$ cat src/rtl/fetch_stage.sv
// Instruction fetch stage: owns the PC register and the IF/ID pipeline register.
// Ports: clk/rst, StallF/StallD/FlushD/PCSrcE/PCTargetE hazard+redirect inputs,
//        InstrF from imem, PCF to imem, InstrD/PCD/PCPlus4D/ValidD to decode,
//        MisalignF sticky misaligned-redirect flag.
module fetch_stage #(
    parameter logic [31:0] RESET_PC  = 32'h0000_0000,
    parameter logic [31:0] NOP_INSTR = 32'h0000_0013
) (
    input  logic        clk,
    input  logic        rst,
    input  logic        StallF,
    input  logic        StallD,
    input  logic        FlushD,
    input  logic        PCSrcE,
    input  logic [31:0] PCTargetE,
    input  logic [31:0] InstrF,
    output logic [31:0] PCF,
    output logic [31:0] InstrD,
    output logic [31:0] PCD,
    output logic [31:0] PCPlus4D,
    output logic        ValidD,
    output logic        MisalignF
);

    logic [31:0] pc_q, pc_d;
    logic [31:0] instr_q, instr_d;
    logic [31:0] pcd_q, pcd_d;
    logic [31:0] pcp4d_q, pcp4d_d;
    logic        valid_q, valid_d;
    logic        misalign_q, misalign_d;
    logic [31:0] pc_plus4;

    assign pc_plus4 = pc_q + 32'd4;

    // Redirect beats stall so a taken branch is never dropped.
    always_comb begin
        pc_d       = pc_plus4;
        misalign_d = misalign_q;
        if (PCSrcE) begin
            pc_d = {PCTargetE[31:2], 2'b00};
            if (PCTargetE[1:0] != 2'b00) begin
                misalign_d = 1'b1;
            end
        end else if (StallF) begin
            pc_d = pc_q;
        end
    end

    always_comb begin
        instr_d = instr_q;
        pcd_d   = pcd_q;
        pcp4d_d = pcp4d_q;
        valid_d = valid_q;
        if (FlushD) begin
            instr_d = NOP_INSTR;
            pcd_d   = 32'd0;
            pcp4d_d = 32'd0;
            valid_d = 1'b0;
        end else if (!StallD) begin
            instr_d = InstrF;
            pcd_d   = pc_q;
            pcp4d_d = pc_plus4;
            valid_d = 1'b1;
        end
    end

    always_ff @(posedge clk or posedge rst) begin
        if (rst) begin
            pc_q       <= RESET_PC;
            instr_q    <= NOP_INSTR;
            pcd_q      <= 32'd0;
            pcp4d_q    <= 32'd0;
            valid_q    <= 1'b0;
            misalign_q <= 1'b0;
        end else begin
            pc_q       <= pc_d;
            instr_q    <= instr_d;
            pcd_q      <= pcd_d;
            pcp4d_q    <= pcp4d_d;
            valid_q    <= valid_d;
            misalign_q <= misalign_d;
        end
    end

    assign PCF       = pc_q;
    assign InstrD    = instr_q;
    assign PCD       = pcd_q;
    assign PCPlus4D  = pcp4d_q;
    assign ValidD    = valid_q;
    assign MisalignF = misalign_q;

endmodule

$ cat config.mk
export PLATFORM = sky130hd
export DESIGN_NAME = fetch_stage
export DESIGN_NICKNAME = d
export VERILOG_FILES = /design/src/rtl/fetch_stage.sv
export SDC_FILE = /design/constraint.sdc
export NUM_CORES = 1
export LEC_CHECK = 0
export ABC_AREA = 1
export BUFFER_PORTS_ARGS = -buffer_cell sky130_fd_sc_hd__buf_2
export CORE_MARGIN = 2
export CORE_UTILIZATION = 47
export CTS_CLUSTER_SIZE = 25
export DETAILED_ROUTE_END_ITERATION = 10
export PLACE_DENSITY = 0.77
export SYNTH_ARGS = -nofsm -noshare
export SYNTH_HDL_FRONTEND = slang
export SYNTH_SLANG_ARGS = --single-unit
$ cat constraint.sdc
create_clock -name clk -period 12.5 [get_ports clk]
set_input_delay 1.875 -clock clk [delete_from_list [all_inputs] [get_ports clk]]
set_output_delay 1.875 -clock clk [all_outputs]
set_load 0.1 [all_outputs]
==> results.yml, run 1 <==
synth:
  yosysWarnings: 0
  syn_area_um2: 5854
  yosysUniqueCellTypes: 29
  synthCells: 664
  ys_seq_area_share_pct: 53.49
  synth-seq-cells: 125
  syn_area_per_cell_um2: 8.817
clocking:
  htreeDepth: 4
  hold_buffers: 0
  cts_tree: "yes"
  cts_buffer_depth: 2
  postCtsSetupRepairBufs: 0
  cts-root-buf: "clkbuf_16"
  clk_pin_slew_ns: 0.06
  cts_sinks: 125
  numCtsBuffers: 17
  cts-resized-gates: 0
  clk-insertion-delay-late_ns: 0.41
sta:
  rsz0062_at_grt: "false"
  slew_headroom_pct: 22.95
  maxSlewViolCount: 0
  layout_setup_ws_ns: 9.068
  setup_viol: 0
  fin_tns_setup_ns: 0
  post-route-min-period_ns: 3.432
  worstMarginPinSlew_ns: 1.154
  clock_skew_ns: 0.009014
  final.period_utilization_pct: 27.45
  max_freq_mhz: 291.4
  hold_violations: 0
global_routing:
  antenna_found_initial: 0
  grt_util_all_layers_pct: 23.96
  grt_overflow: 0
  grt_max_degree: 91
  grt_pass1_wl_um: 24550
  grt_pass1_vias: 4793
place:
  port_buffers: 197
  dpl_cell_area_um2: 6952
  gp_congestion: 0.8735
  pre_cts_ws_ns: 8.625
  dpl.hpwl_um: 10970
worst_setup_path:
  cp-start-kind: "input pin"
  crit_arrival_ns: 3.73
  crit_path_end_kind: "register"
  cp.required_ns: 12.80
  crit_type: "in -> reg"
  rrSetupSlack_ns: 10.70
  reg2reg_depth: 9
  rr_endpoint: "PCF[20]"
  crit-reg2reg-launch: "PCF[3]"
  cp_max_fo: 32
flow_run:
  cap_viol_max_count: 0
routing:
  avgViaCountPerCell: 4.945
  drcViolationCount: 0
  routed_wl_um: 15700
  vias: 5113
  drt_iter0_markers: 369
  ant_nets: 0
  wire_per_inst_um: 15.19
  drt_pre_antenna_iters: 5
finish:
  layout_common_cells: "245 x nand2_1, 197 x buf_2, 122 x dfrtp_1, 64 x inv_1, 61 x o21ai_0"
  drive_gt1_share_pct: 31.99
  final_common_cell: "nand2_1"
  areaGrowthSynthToFinish_pct: 28.66
  insertedDiodeCount: 0
  fin_area_um2: 7532
  nets: 925
worst_hold_path:
  holdCritStartpoint: "PCPlus4D[19]"
  min_path_cells: 2
  holdCritPathClass: "reg -> reg"
  min_to: "PCPlus4D[19]"
die:
  core_um2: 12060
  start_util_pct: 48.54
  std_cell_rows: 40
  die-area_um2: 13360
  ios: 200
  die-height_um: 115.6
  dieWidth_um: 115.6
power_and_ir_drop:
  power_density_nw_per_um2: 171.7
  p_total_mw: 1.293
  p_leak_nw: 4.230
  irDropWorstVdd_mv: 0.07448
outcome:
  status: "finished, final reports clean"
stage by stage:
stage	util, %	hold WS, ns	std cells
2_1_floorplan	-	0.7616	665
3_3_place_gp	57.63	0.4575	1003
3_5_place_dp	57.63	0.4569	1003
4_1_cts	62.45	0.4752	1034
5_1_grt	62.45	0.4887	1034
6_report	62.45	0.4692	1034
worst max-delay path by stage:
stage,startpoint,to,cells after the start
floorplan,rst,InstrD[10],1
global placement,FlushD,InstrD[1],5
detailed placement,PCSrcE,PCF[4],4
CTS,PCSrcE,PCF[4],4
global route,PCSrcE,PCF[4],4
finish,PCSrcE,PCF[4],4
critical path, stage by stage:
cell and delay (ns):
buf_2 0.33, nor2_2 0.90, inv_1 0.34, o221ai_1 0.29
final cells by class:
| cell class | instances | area, um2 |
|---|---|---|
| fillers | 1054 | 4529 |
| flip-flops and latches | 125 | 3132 |
| multi-input cells | 443 | 2347 |
| repair buffers | 200 | 1008 |
| clock buffers | 22 | 494.2 |
| inverters | 67 | 254.0 |
| well taps | 168 | 210.2 |
| clock inverters | 9 | 86.33 |
sequential cells by signal, indices dropped and copies added (netlist names):
signal,flops
InstrD,32
PCD,31
PCF,30
PCPlus4D,30
MisalignF,1
ValidD,1
report_power, final:
group          switching (mW)  leakage [nW]  internal [mW]
sequential             0.0271          1.62          0.435
combinational           0.303          2.33         0.0539
clock                   0.176         0.272          0.298
total                   0.507          4.23          0.787
routing by layer:
layer	up-vias	share of wire, %	GRT usage, %	routed length [um]
met5	-	0	0	0
met4	0	1.6	7.550	256
met3	22	6.0	5.178	939
met2	196	48	38.99	7516
met1	2428	45	32.31	6991
li1	2467	-	-	-
cell usage after synthesis, drive strengths merged:
master | instances | area, um2
xnor2 | 1 | 8.760
o211ai | 4 | 30.03
buf | 12 | 72.57
and2 | 2 | 12.51
nor2 | 44 | 332.8
dfrtp | 122 | 3053
nand2 | 259 | 1046
nand3 | 14 | 70.07
dfstp | 3 | 78.83
clkbuf | 18 | 67.56
a22o | 31 | 271.5
inv | 67 | 251.5
o21bai | 5 | 37.54
o22a | 3 | 26.28
xor2 | 14 | 160.2
conb | 1 | 3.750
o21ai | 62 | 310.3
ha | 1 | 12.51
o221ai | 1 | 8.760
cell families after synthesis:
| kind of cell | count (synthesis) | share of synthesized area [%] |
|---|---|---|
| flops | 125 | 53.49 |
| compound gates | 106 | 11.69 |
| xor+xnor | 15 | 2.885 |
| fa+ha+maj | 1 | 0.2137 |
| simple gates | 319 | 24.96 |
| buf+inv | 97 | 6.689 |
| other cells | 1 | 0.06405 |
Note: power is estimated with default switching activity, not from simulation.
==> inputs of run 2 (changes only) <==
==> config.mk (replaced) <==
export PLATFORM = sky130hd
export DESIGN_NAME = fetch_stage
export DESIGN_NICKNAME = d
export VERILOG_FILES = /design/src/rtl/fetch_stage.sv
export SDC_FILE = /design/constraint.sdc
export NUM_CORES = 1
export LEC_CHECK = 0
export ABC_AREA = 0
export BUFFER_PORTS_ARGS = -buffer_cell sky130_fd_sc_hd__buf_2
export CORE_MARGIN = 2
export CORE_UTILIZATION = 46
export CTS_CLUSTER_SIZE = 25
export DETAILED_ROUTE_END_ITERATION = 10
export PLACE_DENSITY = 0.78
export SYNTH_ARGS = -nofsm -noshare
export SYNTH_HDL_FRONTEND = slang
export SYNTH_SLANG_ARGS = --single-unit
==> constraint.sdc (replaced) <==
create_clock -name clk -period 2.9 [get_ports clk]
set_input_delay 0.435 -clock clk [delete_from_list [all_inputs] [get_ports clk]]
set_output_delay 0.435 -clock clk [all_outputs]
set_load 0.1 [all_outputs]
==> results.yml, run 2 <==
clocking:
  cts_sinks: 125
  cts_buffer_depth: 2
  cts-resized-gates: 0
  hold_buffers: 0
  htreeDepth: 4
  clk_pin_slew_ns: 0.05
  cts_tree: "yes"
  postCtsSetupRepairBufs: 0
  numCtsBuffers: 17
  clk-insertion-delay-late_ns: 0.42
  cts-root-buf: "clkbuf_16"
die:
  ios: 200
  die-area_um2: 14170
  core_um2: 13090
  die-height_um: 119.0
  start_util_pct: 46.52
  std_cell_rows: 42
  dieWidth_um: 119.0
outcome:
  status: "finished, final reports clean"
routing:
  vias: 4899
  wire_per_inst_um: 16.38
  ant_nets: 0
  avgViaCountPerCell: 5.146
  drt_iter0_markers: 331
  drcViolationCount: 0
  wl_met3_um: 786
  drt_pre_antenna_iters: 4
  routed.top_layer: "met4"
  routed_wl_um: 15590
  met1_length_um: 7096
  met2_length_um: 7471
finish:
  nets: 834
  fillers: 1128
  final_common_cell: "buf_2"
  fin_area_um2: 7734
  insertedDiodeCount: 0
  drive_gt1_share_pct: 32.86
  areaGrowthSynthToFinish_pct: 27.05
  utilization_pct: 59.10
  layout_common_cells: "195 x buf_2, 122 x dfrtp_1, 100 x nor2_1, 63 x mux2i_1, 47 x xnor2_1"
  final_cells: 952
  largest_reg_flops: 32
synth:
  synth_top_area_share_pct: 50.15
  synth-seq-cells: 125
  synthCells: 596
  synth_edf_count: 0
  ys_seq_area_share_pct: 51.45
  synthArstFlopShare_pct: 100.0
  netlist_top_cells_count: "122 x dfrtp_1, 100 x nor2_1, 63 x mux2i_1"
  synth_area_leaders: "dfrtp_1 50%, mux2i_1 10%, xnor2_1 6.8%"
  yosysMostFrequentCell: "dfrtp_1"
  yosysTopAreaCell: "dfrtp_1"
  yosysWarnings: 0
  syn_area_per_cell_um2: 10.21
  synth-main-ff-cell: "dfrtp_1"
  syn_area_um2: 6087
  yosysUniqueCellTypes: 51
place:
  dpl_cell_area_um2: 7119
  gp_congestion: 0.7871
  place_inst: 920
  dpl.hpwl_um: 10520
  pre_cts_ws_ns: 0.6188
  port_buffers: 197
sta:
  hold_violations: 0
  setup_viol: 0
  rsz0062_at_grt: "false"
  fin_tns_setup_ns: 0
  max_freq_mhz: 439.5
  final.period_utilization_pct: 78.46
  worstMarginPinSlew_ns: 1.078
  layout_setup_ws_ns: 0.6247
  maxSlewViolCount: 0
  hold_ws_ns: 0.1277
  post-route-min-period_ns: 2.275
  slew_headroom_pct: 28.11
  clock_skew_ns: 0.01652
flow_run:
  cap_viol_max_count: 0
worst_hold_path:
  holdCritPathClass: "in -> async"
worst_setup_path:
  cp-start-kind: "register"
  cp_max_fo: 15
  cp.required_ns: 3.18
  crit_type: "reg -> reg"
  crit_arrival_ns: 2.56
  crit_path_end_kind: "register"
global_routing:
  grt_util_all_layers_pct: 22.95
  grt_overflow: 0
  grt_pass1_vias: 4802
  antenna_found_initial: 0
  grt_max_degree: 95
  grt_pass1_wl_um: 25390
power_and_ir_drop:
  irDropWorstVdd_mv: 0.3577
  power_density_nw_per_um2: 740.9
  p_leak_nw: 3.810
  p_total_mw: 5.730
[run 2: cell count changes after synthesis, sizes merged, moves of 24 or more]
cell	before	now
a22o	31	0
nand2	259	46
nor2	44	100
inv	67	6
mux2i	0	63
o21ai	62	31
nor3	0	24
xnor2	1	47
[run 2: critical path: stages, from the launching register on]
cell	delay, ns
dfrtp_1	0.45
ha_1	0.26
and3_1	0.29
nand4_4	0.30
nor4_4	0.42
nor3_1	0.08
a2111oi_1	0.34
[run 2: power breakdown]
part | internal, mW | switching, mW | leakage [nW]
Combinational | 0.279 | 1.25 | 1.89
Sequential | 1.87 | 0.142 | 1.61
Clock | 1.46 | 0.729 | 0.304
Total | 3.61 | 2.12 | 3.81
[run 2: per-layer routing]
metal	GRT usage [%]	up-vias
met1	30.99	2364
met4	7.961	0
met5	0	-
met3	5.029	20
li1	-	2362
met2	36.67	153
[run 2: worst paths after layout]
path,from,end,slack (ns),depth (start not counted)
worst max-delay path,PCF[2],PCPlus4D[24],0.62,6
worst min-delay path,rst,InstrD[31],0.13,3
worst max register to register,PCF[2],PCPlus4D[24],0.62,6
worst min register to register,MisalignF,MisalignF,0.47,1
max in group asynchronous,rst,PCF[19],2.41,3
min in group clk,PCTargetE[12],PCF[12],0.23,3
[run 2: layout make-up]
| cell class | instances | area (um2) | share of cell area, % |
|---|---|---|---|
| Multi-Input combinational cell | 411 | 2688 | 34.75 |
| Clock inverter | 6 | 105.1 | 1.359 |
| Clock buffer | 26 | 509.2 | 6.585 |
| Sequential cell | 125 | 3132 | 40.50 |
| Inverter | 6 | 26.28 | 0.3398 |
| Tap cell | 176 | 220.2 | 2.847 |
| Timing Repair Buffer | 202 | 1054 | 13.62 |
[run 2: logic make-up after synthesis]
logic type | synth area share, %
DFF | 51.45
buffers and inverters | 4.460
muxes | 10.54
adders and majority gates | 0.2055
and+or+nand+nor | 19.22
xor gates and xnor gates | 7.338
AOI/OAI and AO/OA | 6.722
other | 0.06161
==> inputs of run 3 (changes only) <==
==> constraint.sdc (replaced) <==
create_clock -name clk -period 2 [get_ports clk]
set_input_delay 0.3 -clock clk [delete_from_list [all_inputs] [get_ports clk]]
set_output_delay 0.3 -clock clk [all_outputs]
set_load 0.1 [all_outputs]
==> results.yml, run 3 (synthesis gave the netlist of run 2 again) <==
routing:
  vias: 5116
  drcViolationCount: 0
  ant_nets: 0
  drt_pre_antenna_iters: 4
  drt_iter0_markers: 229
  avgViaCountPerCell: 5.210
  routed_wl_um: 15750
  wire_per_inst_um: 16.04
finish:
  final_cells: 982
  drive_gt1_share_pct: 40.69
  largest_reg_flops: 32
  areaGrowthSynthToFinish_pct: 33.18
  utilization_pct: 61.95
  multiInputGateArea_um2: 2794
  seq_area_um2: 3167
  layout_common_cells: "195 x buf_2, 100 x nor2_1, 94 x dfrtp_1, 63 x mux2i_1, 47 x xnor2_1"
  insertedDiodeCount: 0
  nets: 865
  fillers: 1079
  final_common_cell: "buf_2"
worst_setup_path:
  cp-start-kind: "register"
  crit_path_end_kind: "register"
  cp.required_ns: 2.29
  rrSetupSlack_ns: 0.06
  rr_endpoint: "PCPlus4D[24]"
  crit-reg2reg-launch: "PCF[3]"
  crit_type: "reg -> reg"
  reg2reg_depth: 6
  worstSetupStartpoint: "PCF[3]"
  cp_max_fo: 9
  crit_arrival_ns: 2.23
clocking:
  cts_sinks: 125
  clk-insertion-delay-late_ns: 0.42
  htreeDepth: 4
  numCtsBuffers: 17
  clk_pin_slew_ns: 0.06
  cts-root-buf: "clkbuf_16"
  cts_buffer_depth: 2
  cts_tree: "yes"
global_routing:
  grt_pass1_vias: 4997
  grt_max_degree: 60
  antenna_found_initial: 0
  grt_pass1_wl_um: 25370
  grt_overflow: 0
  grt_util_all_layers_pct: 22.94
sta:
  final.period_utilization_pct: 96.93
  layout_setup_ws_ns: 0.06138
  post-route-min-period_ns: 1.939
  clock_skew_ns: 0.008864
  setup_viol: 0
  hold_violations: 0
  max_freq_mhz: 515.8
  slew_headroom_pct: 61.59
  hold_ws_ns: 0.08752
  worstMarginPinSlew_ns: 0.5761
  maxSlewViolCount: 0
die:
  ios: 200
  std_cell_rows: 42
  die-height_um: 119.0
  start_util_pct: 46.52
  core_um2: 13090
  die-area_um2: 14170
  dieWidth_um: 119.0
place:
  dpl.hpwl_um: 11220
  port_buffers: 197
  place_inst: 944
  pre_cts_ws_ns: 0.01994
  gp_congestion: 0.8047
power_and_ir_drop:
  power_density_nw_per_um2: 1007
  irDropWorstVdd_mv: 0.5660
  p_total_mw: 8.160
  p_leak_nw: 3.922
worst_hold_path:
  holdCritPathClass: "in -> reg"
  min_path_cells: 3
  holdCritStartpoint: "PCTargetE[7]"
  min_to: "PCF[7]"
flow_run:
  cap_viol_max_count: 0
outcome:
  status: "finished, final reports clean"
==> run 3: cell count changes in the layout (fill, tap and decap cells not counted), moves of 2 or more <==
cell	delta
nor4_2	+6
nor3_2	+2
clkinv_2	+2
clkbuf_8	-3
and3_1	-3
buf_12	+4
nor4_1	-7
dfrtp_1	-28
and3_4	+3
buf_4	+26
dfrtp_2	+28
nor3_1	-2
==> run 3: layout make-up <==
type                            instances  area share, %
Sequential cell                       125          39.06
Timing Repair Buffer                  233          16.51
Multi-Input combinational cell        411          34.47
Inverter                                6         0.3241
Clock buffer                           23          5.773
Tap cell                              176          2.716
Clock inverter                          8          1.142
==> run 3: stage by stage <==
step	area (um2)	setup TNS [ns]
floorplan	6316	-0.3820
global placement	7485	0
detailed placement	7485	0
CTS	8055	0
global route	8107	-0.04242
finish	8107	0
==> run 3: critical path, stage by stage (launching register included) <==
cell       delay [ns]
dfrtp_2          0.42
ha_4             0.17
and3_4           0.21
nand4_4          0.20
nor4_4           0.37
nor3_1           0.08
a2111oi_1        0.35
==> run 3: repair_timing <==
item,4_1_cts,5_1_grt
setup buffers,0,6
resized for setup,0,1
endpoints found under the hold margin,7,0
setup endpoints to repair,0,2
hold buffers,1,0
==> run 3: worst max-delay path by stage <==
stage | endpoint | slack (ns) | depth (start not counted)
after floorplan | PCPlus4D[30] | -0.12 | 6
after global placement | PCPlus4D[24] | 0.11 | 6
after detailed placement | PCPlus4D[24] | 0.02 | 6
after CTS | PCPlus4D[24] | 0.01 | 6
after global routing | PCPlus4D[24] | -0.02 | 6
final | PCPlus4D[24] | 0.06 | 6
==> run 3: layer usage <==
metal	global-route usage (%)	vias up	routed length (um)
li1	-	2431	-
met1	29.88	2486	6899
met2	37.57	172	7739
met3	5.412	27	796
met4	8.110	0	319
met5	0	-	0
==> run 3: report_power, final <==
group	leakage, nW	internal (mW)	total [mW]	switching, mW
sequential	1.58	2.73	2.89	0.164
combinational	2.06	0.468	2.34	1.87
clock	0.277	1.88	2.93	1.05
